===== config.mk =====
export PLATFORM = sky130hd
export DESIGN_NAME = screen_write_ctrl
export DESIGN_NICKNAME = d
export VERILOG_FILES = /design/src/rtl/screen_write_ctrl.sv
export SDC_FILE = /design/constraint.sdc
export NUM_CORES = 1
export LEC_CHECK = 0
export CORE_ASPECT_RATIO = 0.6
export CORE_UTILIZATION = 50
export DETAILED_ROUTE_END_ITERATION = 10
export PLACE_DENSITY = 0.72
export RECOVER_POWER = 50
export SYNTH_ARGS = -nofsm -noshare
export SYNTH_HDL_FRONTEND = slang
export SYNTH_SLANG_ARGS = --single-unit

===== constraint.sdc =====
create_clock -name clk -period 3.15 [get_ports clk]
set_input_delay 0.4725 -clock clk [delete_from_list [all_inputs] [get_ports clk]]
set_output_delay 0.4725 -clock clk [all_outputs]
set_load 0.005 [all_outputs]

===== src/rtl/screen_write_ctrl.sv =====
// screen_write_ctrl
// Write-side sequencer for the text screen RAM. It prints an 8-bit value as
// three ASCII decimal digits into the value field after the label, and it
// fills a region with a clear character. Both jobs share the one RAM write
// port, and this block arbitrates between them.
//
// Ports
//   clk, rst_n     clock, async active-low reset
//   clear_req      request a region clear (collapsed into a pending flag while busy)
//   value_valid    value_in valid; source holds it until value_ready
//   value_in       unsigned value to print
//   value_ready    combinational accept indication (IDLE, no clear outstanding)
//   busy           state != IDLE
//   done           one-cycle completion pulse (print or clear)
//   ram_we/waddr/wdata  registered screen RAM write port
module screen_write_ctrl #(
    parameter int          ADDR_W     = 12,
    parameter int          FIELD_ADDR = 2485,
    parameter int          CLEAR_BASE = 0,
    parameter int          CLEAR_LEN  = 4096,
    parameter logic [7:0]  CLEAR_CHAR = 8'h20
) (
    input  logic              clk,
    input  logic              rst_n,
    input  logic              clear_req,
    input  logic              value_valid,
    input  logic [7:0]        value_in,
    output logic              value_ready,
    output logic              busy,
    output logic              done,
    output logic              ram_we,
    output logic [ADDR_W-1:0] ram_waddr,
    output logic [7:0]        ram_wdata
);

    localparam int CNT_W = $clog2(CLEAR_LEN + 1);

    typedef enum logic [2:0] {IDLE, CLEAR, CONVERT, WRITE, DONE} state_t;

    state_t           state, state_nx;
    logic             clear_pending;
    logic [CNT_W-1:0] clr_cnt;    // next clear offset to write
    logic [7:0]       rem;        // remainder after digit subtraction
    logic [1:0]       h;          // hundreds digit (0..2)
    logic [3:0]       t;          // tens digit (0..9)
    logic [1:0]       wr_idx;     // next digit to write in WRITE (1,2), 3 = finished
    logic [7:0]       hund_ch, tens_ch, ones_ch;

    // Leading zeros become spaces; the ones digit is always printed.
    assign hund_ch = (h != 2'd0) ? (8'h30 + {6'd0, h}) : 8'h20;
    assign tens_ch = ((h != 2'd0) || (t != 4'd0)) ? (8'h30 + {4'd0, t}) : 8'h20;
    assign ones_ch = 8'h30 + rem;

    assign busy = (state != IDLE);

    always_ff @(posedge clk or negedge rst_n) begin
        if (!rst_n) state <= IDLE;
        else        state <= state_nx;
    end

    always_comb begin
        state_nx    = state;
        value_ready = (state == IDLE) && !clear_req && !clear_pending;
        case (state)
            IDLE: begin
                if (clear_req || clear_pending) state_nx = CLEAR;
                else if (value_valid)           state_nx = CONVERT;
            end
            CLEAR:   if (clr_cnt == CNT_W'(CLEAR_LEN)) state_nx = DONE;
            CONVERT: if (rem < 8'd10)                  state_nx = WRITE;
            WRITE:   if (wr_idx == 2'd3)               state_nx = DONE;
            DONE:    state_nx = IDLE;
            default: state_nx = IDLE;
        endcase
    end

    // Write-port outputs are issued on the same edge that enters or advances
    // the writing state, so the first write appears right as CONVERT ends.
    always_ff @(posedge clk or negedge rst_n) begin
        if (!rst_n) begin
            clear_pending <= 1'b0;
            clr_cnt       <= '0;
            rem           <= 8'd0;
            h             <= 2'd0;
            t             <= 4'd0;
            wr_idx        <= 2'd0;
            done          <= 1'b0;
            ram_we        <= 1'b0;
            ram_waddr     <= '0;
            ram_wdata     <= 8'd0;
        end else begin
            ram_we <= 1'b0;
            done   <= (state == DONE);

            // Requests arriving while busy collapse into one pending clear.
            if (state != IDLE && clear_req)
                clear_pending <= 1'b1;
            else if (state == IDLE && state_nx == CLEAR)
                clear_pending <= 1'b0;

            case (state)
                IDLE: begin
                    if (state_nx == CLEAR) begin
                        ram_we    <= 1'b1;
                        ram_waddr <= ADDR_W'(CLEAR_BASE);
                        ram_wdata <= CLEAR_CHAR;
                        clr_cnt   <= CNT_W'(1);
                    end else if (state_nx == CONVERT) begin
                        rem <= value_in;
                        h   <= 2'd0;
                        t   <= 4'd0;
                    end
                end
                CLEAR: begin
                    if (state_nx == CLEAR) begin
                        ram_we    <= 1'b1;
                        ram_waddr <= ADDR_W'(CLEAR_BASE) + ADDR_W'(clr_cnt);
                        ram_wdata <= CLEAR_CHAR;
                        clr_cnt   <= clr_cnt + CNT_W'(1);
                    end
                end
                CONVERT: begin
                    if (rem >= 8'd100) begin
                        rem <= rem - 8'd100;
                        h   <= h + 2'd1;
                    end else if (rem >= 8'd10) begin
                        rem <= rem - 8'd10;
                        t   <= t + 4'd1;
                    end else begin
                        ram_we    <= 1'b1;
                        ram_waddr <= ADDR_W'(FIELD_ADDR);
                        ram_wdata <= hund_ch;
                        wr_idx    <= 2'd1;
                    end
                end
                WRITE: begin
                    case (wr_idx)
                        2'd1: begin
                            ram_we    <= 1'b1;
                            ram_waddr <= ADDR_W'(FIELD_ADDR + 1);
                            ram_wdata <= tens_ch;
                            wr_idx    <= 2'd2;
                        end
                        2'd2: begin
                            ram_we    <= 1'b1;
                            ram_waddr <= ADDR_W'(FIELD_ADDR + 2);
                            ram_wdata <= ones_ch;
                            wr_idx    <= 2'd3;
                        end
                        default: ;
                    endcase
                end
                default: ;
            endcase
        end
    end

endmodule

==> impl_metrics.sql, run 1 <==
INSERT INTO impl_metrics (metric_group, metric, value, unit) VALUES
('outcome', 'run_status', 'finished with violations', ''),
('outcome', 'failed_checks', 'max-capacitance violations, max-slew violations', ''),
('logic_synthesis', 'synthesis.area', '3190', 'sq um'),
('global_routing', 'global_route_wire_length_before_repair', '13.4', 'mm'),
('critical_path', 'critical_path.cell_chain', 'inv_1 -> ha_1 -> a21o_1 -> a2111oi_4 -> o221ai_2 -> and2_1 -> buf_4 -> a22o_1', ''),
('die', 'die_width', '105', 'um'),
('drt', 'drt_via_density', '6.04', ''),
('placement', 'dp_slack', '0.459', 'ns'),
('critical_path', 'r2r_setup_slack', '0.42', 'ns'),
('hold_path', 'worstHoldEndpoint', 'ram_waddr[9]$_DFFE_PN0P_', ''),
('logic_synthesis', 'yosys.area.top_type', 'dfrtp_1', ''),
('power', 'power.density', '305', 'nW/um^2'),
('cells_and_area', 'layout-drive-gt1-share', '6.49', '%'),
('logic_synthesis', 'yosys.area.top_type_share', '43.1', '%'),
('drt', 'drtPass1Iterations', '5', ''),
('critical_path', 'arrival', '2.93', 'ns'),
('logic_synthesis', 'synth.lib_cells_used.distinct', '54', ''),
('placement', 'placed_cell_area', '3610', 'sq um'),
('placement', 'routabilityCongestion', '0.898', ''),
('sta', 'setup-tns-final', '0', 'ns'),
('clock_tree', 'clock_sink_count', '55', ''),
('die', 'io-pin-count', '36', ''),
('clock_tree', 'cts_post_setup_buffers_inserted', '0', ''),
('critical_path', 'worst_r2r_startpoint', 'rem[2]$_DFFE_PN0P_', ''),
('flow_run', 'max_cap_viol_count', '1', ''),
('logic_synthesis', 'ys_seq_area_share', '43.1', '%'),
('sta', 'finalCriticalPeriod', '2.73', 'ns'),
('sta', 'finalHoldViolCount', '0', ''),
('placement', 'buffer_ports.inserted', '35', ''),
('critical_path', 'worstSetupStartpointType', 'register', ''),
('sta', 'setup_slack', '0.419', 'ns'),
('sta', 'fmax', '0.366', 'GHz'),
('sta', 'setup_viol_count_final', '0', ''),
('global_routing', 'grt_use_met2', '32.3', '%'),
('critical_path', 'reg2reg_to', 'ram_wdata[6]$_DFFE_PN0P_', ''),
('logic_synthesis', 'synthTopCellsByCount', 'dfrtp_1, nor2_1, o21ai_0, nand2_1, inv_1', ''),
('clock_tree', 'cts_resized', '0', ''),
('cells_and_area', 'layout-area-overhead-vs-synth', '15.1', '%'),
('die', 'std_cell_rows', '22', ''),
('drt', 'drt.antenna.violating_nets', '0', ''),
('clock_tree', 'cts_hold_repair.buffers', '0', ''),
('logic_synthesis', 'synthTopCellsByArea', 'dfrtp_1, ha_1, nor2_1, o21ai_0, xor2_1', ''),
('logic_synthesis', 'yosys_register_bits', '55', ''),
('critical_path', 'cp_max_fo', '16', ''),
('global_routing', 'grt_remaining_overflow', '0', ''),
('clock_tree', 'clkSlewWorstSetupHoldPaths', '0.09', 'ns'),
('critical_path', 'cpPeakStageDelay', '0.50', 'ns'),
('hold_path', 'hold_path.startpoint', 'ram_waddr[9]$_DFFE_PN0P_', ''),
('critical_path', 'cp_top_family', 'compound AO/OA/AOI/OAI gates', ''),
('logic_synthesis', 'postSynthCellCount', '339', ''),
('critical_path', 'timing.setup.critical_path_class', 'register to register', ''),
('drt', 'route.vias.total', '2742', ''),
('cells_and_area', 'design_area', '3670', 'sq um'),
('sta', 'rsz0062_at_grt', 'no', ''),
('critical_path', 'critPathSlowestCell', 'a2111oi_4', ''),
('sta', 'worst_margin_pin_slew', '2.60', 'ns'),
('power', 'irDropWorstVdd', '0.000167', 'V'),
('global_routing', 'm1_gr_usage', '43.0', '%'),
('sta', 'slew_headroom', '-73.2', '%'),
('hold_path', 'hold_depth', '1', ''),
('power', 'static-leakage-power', '1.59', 'nW'),
('clock_tree', 'cts_made_buffers', '5', ''),
('die', 'dieArea', '6720', 'sq um'),
('sta', 'worst_clock_skew', '0.00888', 'ns'),
('critical_path', 'worst_r2r_path_depth', '8', ''),
('drt', 'drc_errors', '0', ''),
('logic_synthesis', 'postSynthNetCount', '368', ''),
('clock_tree', 'ctsLongestPathBuffers', '2', ''),
('global_routing', 'busiest_layer', 'met1', ''),
('sta', 'drv_slew', '48', ''),
('drt', 'wl_per_cell', '17.5', 'um');
==> worst max path at each step <==
| stage | start | endpoint | slack [ns] | depth (start not counted) |
|---|---|---|---|---|
| 5_1_grt | rst_n | clr_cnt[12]$_DFFE_PN0P_ | 0.19 | 1 |
| 3_3_place_gp | rem[2]$_DFFE_PN0P_ | ram_wdata[7]$_DFFE_PN0P_ | 0.57 | 8 |
| 4_1_cts | rem[2]$_DFFE_PN0P_ | ram_wdata[6]$_DFFE_PN0P_ | 0.45 | 8 |
| 6_report | rem[2]$_DFFE_PN0P_ | ram_wdata[6]$_DFFE_PN0P_ | 0.42 | 8 |
| 3_5_place_dp | rem[2]$_DFFE_PN0P_ | ram_wdata[6]$_DFFE_PN0P_ | 0.46 | 8 |
| 2_1_floorplan | rem[2]$_DFFE_PN0P_ | ram_waddr[10]$_DFFE_PN0P_ | 0.88 | 9 |
==> stage by stage <==
stage	instances	total power, W	util, %	hold WS [ns]
6_report	454	0.00112	59.8	0.497
5_1_grt	454	0.00116	59.8	0.525
4_1_cts	454	0.00113	60.1	0.390
3_5_place_dp	448	0.000776	58.9	0.487
3_3_place_gp	448	0.000775	58.9	0.482
2_1_floorplan	339	0.000741	-	0.177
==> sequential cells by signal, summed over array words and instances (netlist names), 2 cells and up <==
register,count
clr_cnt,13
ram_waddr,12
state,3
h,2
wr_idx,2
t,4
ram_wdata,8
rem,8
==> logic make-up (layout without fill, tap and decap cells) <==
kind of cell / after synthesis / after routing / synth area share (%)
multiplexers: 6 / 6 / 1.92
flip-flops: 55 / 55 / 43.1
XOR/XNOR: 14 / 14 / 3.84
AND/OR/NAND/NOR: 112 / 112 / 17.4
buffers and inverters: 40 / 71 / 5.57
AO/OA/AOI/OAI: 95 / 95 / 21.5
adder cells (fa/ha/maj): 17 / 17 / 6.66
==> routing by layer <==
layer	part of all wire (%)	vias up
li1	-	1283
met1	53	1312
met2	38	141
met3	8.8	6
met4	0.48	0
met5	0	-
==> final cells by class <==
class,instances,share of cell area [%]
multi-input cells,244,44.4
flip-flops and latches,55,37.5
repair buffers,45,11.2
well taps,84,2.86
inverters,20,2.04
clock buffers,6,1.98
==> power breakdown <==
group / leakage, nW / switching (W) / total, W / internal [W]
sequential: 0.673 / 0.00000528 / 0.000714 / 0.000709
clock: 0.0371 / 0.000209 / 0.000359 / 0.000149
combinational: 0.884 / 0.0000259 / 0.0000468 / 0.0000209
total: 1.59 / 0.000241 / 0.00112 / 0.000879
==> placed cells by master (no fill, tap or decap), types with 5 or more instances in the layout <==
master and count:
o21ai_0 23, inv_1 20, dfrtp_1 55, xor2_1 12
mux2i_1 5, a22o_1 6, nor3_1 9, clkdlybuf4s50_1 25
dlygate4sd3_1 9, clkbuf_8 5, nor2_1 32, ha_1 17
nand3_1 17, and3_1 5, nand4_1 5, buf_4 8
o22ai_1 6, a21oi_1 19, nand2_1 21
No activity file was read; power rests on OpenSTA's default activity.
==> inputs of run 2 (changes only) <==
--- a/config.mk
+++ b/config.mk
@@ -8,7 +8,7 @@
 export CORE_ASPECT_RATIO = 0.6
 export CORE_UTILIZATION = 50
 export DETAILED_ROUTE_END_ITERATION = 10
-export PLACE_DENSITY = 0.72
+export PLACE_DENSITY_LB_ADDON = 0.12
 export RECOVER_POWER = 50
 export SYNTH_ARGS = -nofsm -noshare
 export SYNTH_HDL_FRONTEND = slang
==> run 2 against run 1 <==
Die area stayed put. Utilization up 0.71 points. The run now ends clean. Clock-buffer cell count unchanged.
==> impl_metrics.sql, run 2 (same netlist as run 1, synthesis figures left out) <==
INSERT INTO impl_metrics (metric_group, metric, value, unit) VALUES
('outcome', 'run_status', 'complete, no violations', ''),
('clock_tree', 'htree_num_levels', '2', ''),
('cells_and_area', 'layout-drive-gt1-share', '7.82', '%'),
('global_routing', 'grt_antenna_before_repair', '0', ''),
('cells_and_area', 'most_flops_register', 'clr_cnt', ''),
('clock_tree', 'cts_made_buffers', '5', ''),
('critical_path', 'r2r_setup_slack', '0.65', 'ns'),
('power', 'clock_power_share', '39.6', '%'),
('die', 'die_width', '105', 'um'),
('sta', 'final_cycle_utilization_of_the_critical_path', '87.1', '%'),
('sta', 'fin_worst_hold_slack', '0.506', 'ns'),
('drt', 'route.vias.total', '2634', ''),
('cells_and_area', 'layout-area-overhead-vs-synth', '16.5', '%'),
('power', 'internal-power', '0.000987', 'W'),
('die', 'dieArea', '6720', 'sq um'),
('clock_tree', 'cts_resized', '0', ''),
('hold_path', 'timing.hold.worst.class', 'register to register', ''),
('hold_path', 'hold_depth', '2', ''),
('power', 'power.share.sequential', '56.7', '%'),
('cells_and_area', 'largestRegisters', 'clr_cnt (13), ram_waddr (12)', ''),
('cells_and_area', 'num_antenna_cells', '0', ''),
('critical_path', 'critical_path_required', '2.68', 'ns'),
('die', 'start_util', '52.0', '%'),
('power', 'netSwitchingPower', '0.000272', 'W'),
('critical_path', 'cp_max_fo', '18', ''),
('sta', 'finalHoldViolCount', '0', ''),
('critical_path', 'reg2reg_to', 'ram_waddr[9]$_DFFE_PN0P_', ''),
('clock_tree', 'clkSlewWorstSetupHoldPaths', '0.10', 'ns'),
('sta', 'rsz0062_at_grt', 'no', ''),
('critical_path', 'critPathSlowestCell', 'dfrtp_1', ''),
('critical_path', 'worst_r2r_path_depth', '8', ''),
('cells_and_area', 'most-common-layout-cells', 'dfrtp_1, nor2_1, clkdlybuf4s50_1, o21ai_0, nand2_1', ''),
('cells_and_area', 'largest_reg_flops', '13', ''),
('clock_tree', 'tritoncts', 'yes', ''),
('hold_path', 'hold_path.startpoint', 'ram_wdata[1]$_DFFE_PN0P_', ''),
('global_routing', 'first_global_vias', '2490', ''),
('drt', 'drt_iter0_drc', '227', ''),
('sta', 'slew_headroom', '7.70', '%'),
('cells_and_area', 'n_fill_cell', '523', ''),
('sta', 'finalCriticalPeriod', '2.74', 'ns'),
('clock_tree', 'clock-root-buffer', 'clkbuf_8', ''),
('clock_tree', 'cts_post_setup_buffers_inserted', '0', ''),
('drt', 'drc_errors', '0', ''),
('flow_run', 'max_cap_viol_count', '0', ''),
('power', 'power_frac_comb', '3.6', '%'),
('placement', 'place_hpwl', '5.82', 'mm'),
('critical_path', 'crit_path_frequent_cell', 'nor3_1', ''),
('die', 'io-pin-count', '36', ''),
('drt', 'wl_per_cell', '17.5', 'um'),
('power', 'total_power', '0.00126', 'W'),
('cells_and_area', 'layout_commonest_cell', 'dfrtp_1', ''),
('sta', 'drv_slew', '0', ''),
('global_routing', 'grt_use_total', '25.8', '%'),
('cells_and_area', 'seq_area', '1380', 'sq um'),
('cells_and_area', 'area_of_the_multi_input_gates', '1630', 'sq um'),
('critical_path', 'arrival', '2.27', 'ns'),
('sta', 'fmax', '0.364', 'GHz'),
('global_routing', 'grt_remaining_overflow', '0', ''),
('critical_path', 'cp_top_family', 'simple AND/OR/NAND/NOR gates', ''),
('clock_tree', 'ctsLongestPathBuffers', '2', ''),
('placement', 'routabilityCongestion', '0.882', ''),
('clock_tree', 'cts_hold_repair.buffers', '0', ''),
('placement', 'placedCellCount', '447', ''),
('critical_path', 'timing.setup.critical_path_class', 'register to primary output', ''),
('critical_path', 'critical_path.cell_chain', 'nor3_1 -> inv_1 -> nor3_1 -> clkdlybuf4s50_1', ''),
('placement', 'dp_slack', '0.707', 'ns'),
('cells_and_area', 'fin_cells', '455', ''),
('drt', 'drtPass1Iterations', '5', ''),
('hold_path', 'worstHoldEndpoint', 'ram_wdata[1]$_DFFE_PN0P_', ''),
('drt', 'drt_via_density', '5.79', ''),
('sta', 'setup_slack', '0.406', 'ns'),
('die', 'std_cell_rows', '22', ''),
('power', 'switching_share', '21.6', '%'),
('critical_path', 'endpoint_kind', 'primary output', ''),
('power', 'irDropWorstVdd', '0.000282', 'V'),
('cells_and_area', 'finalNetCount', '399', ''),
('power', 'static-leakage-power', '1.61', 'nW'),
('global_routing', 'grt_start_max_net_pins', '56', ''),
('drt', 'detail_route.wirelength', '7.95', 'mm'),
('sta', 'worst_clock_skew', '0.00907', 'ns'),
('sta', 'setup-tns-final', '0', 'ns'),
('critical_path', 'cpPeakStageDelay', '0.58', 'ns'),
('sta', 'worst_margin_pin_slew', '1.38', 'ns'),
('placement', 'buffer_ports.inserted', '35', ''),
('critical_path', 'worstSetupStartpointType', 'register', ''),
('die', 'core_area', '6140', 'sq um'),
('critical_path', 'critical_path.n_buffers_inverters', '2', ''),
('global_routing', 'global_route_wire_length_before_repair', '13.2', 'mm'),
('critical_path', 'worst_r2r_startpoint', 'rem[2]$_DFFE_PN0P_', ''),
('drt', 'drt.antenna.violating_nets', '0', ''),
('sta', 'setup_viol_count_final', '0', ''),
('power', 'power.density', '339', 'nW/um^2'),
('clock_tree', 'insertion_delay', '0.32', 'ns'),
('die', 'floorplan.die.height', '63.9', 'um'),
('clock_tree', 'clock_sink_count', '55', '');
[run 2: power by group through the flow]
stage | sequential, W | combinational, W | clock, W
finish | 0.000715 | 0.0000455 | 0.000499
global route | 0.000715 | 0.0000511 | 0.000536
CTS | 0.000714 | 0.0000473 | 0.000500
detailed placement | 0.000728 | 0.0000474 | 0
global placement | 0.000728 | 0.0000467 | 0
floorplan | 0.000726 | 0.0000151 | 0
[run 2: routing by layer]
layer	track usage, %	part of all wire [%]	vias to the layer above
met1	43.7	56	1243
met2	31.1	36	96
met5	0	0	-
met3	6.33	7.2	6
met4	5.28	0.69	0
li1	-	-	1289
[run 2: per-stage QoR]
step	cell area, sq um	utilization [%]
after floorplan	3190	-
after global placement	3610	58.8
after detailed placement	3610	58.8
after CTS	3720	60.7
after global routing	3720	60.6
final	3720	60.6
[run 2: layout make-up]
| type | count | area share (%) |
|---|---|---|
| well taps | 84 | 2.83 |
| repair buffers | 44 | 11.0 |
| inverters | 20 | 2.02 |
| multi-input cells | 244 | 43.9 |
| flip-flops and latches | 55 | 37.0 |
| clock inverters | 2 | 0.942 |
| clock buffers | 6 | 2.22 |
[run 2: how the worst max path moves through the flow]
| stage | slack (ns) | cells past startpoint | startpoint | to |
|---|---|---|---|---|
| floorplan | 0.88 | 9 | rem[2]$_DFFE_PN0P_ | ram_waddr[10]$_DFFE_PN0P_ |
| global placement | 0.77 | 8 | rem[2]$_DFFE_PN0P_ | ram_waddr[9]$_DFFE_PN0P_ |
| detailed placement | 0.71 | 8 | rem[2]$_DFFE_PN0P_ | ram_waddr[3]$_DFFE_PN0P_ |
| CTS | 0.60 | 4 | state[1]$_DFF_PN0_ | value_ready |
| global route | 0.26 | 4 | state[1]$_DFF_PN0_ | value_ready |
| finish | 0.41 | 4 | state[1]$_DFF_PN0_ | value_ready |
[run 2: tightest hold or removal path: cells and delay by family (launching register included)]
kind | cells | cell delay [ns]
AO/OA/AOI/OAI | 1 | 0.06
flip-flops | 1 | 0.35
AND/OR/NAND/NOR | 1 | 0.06
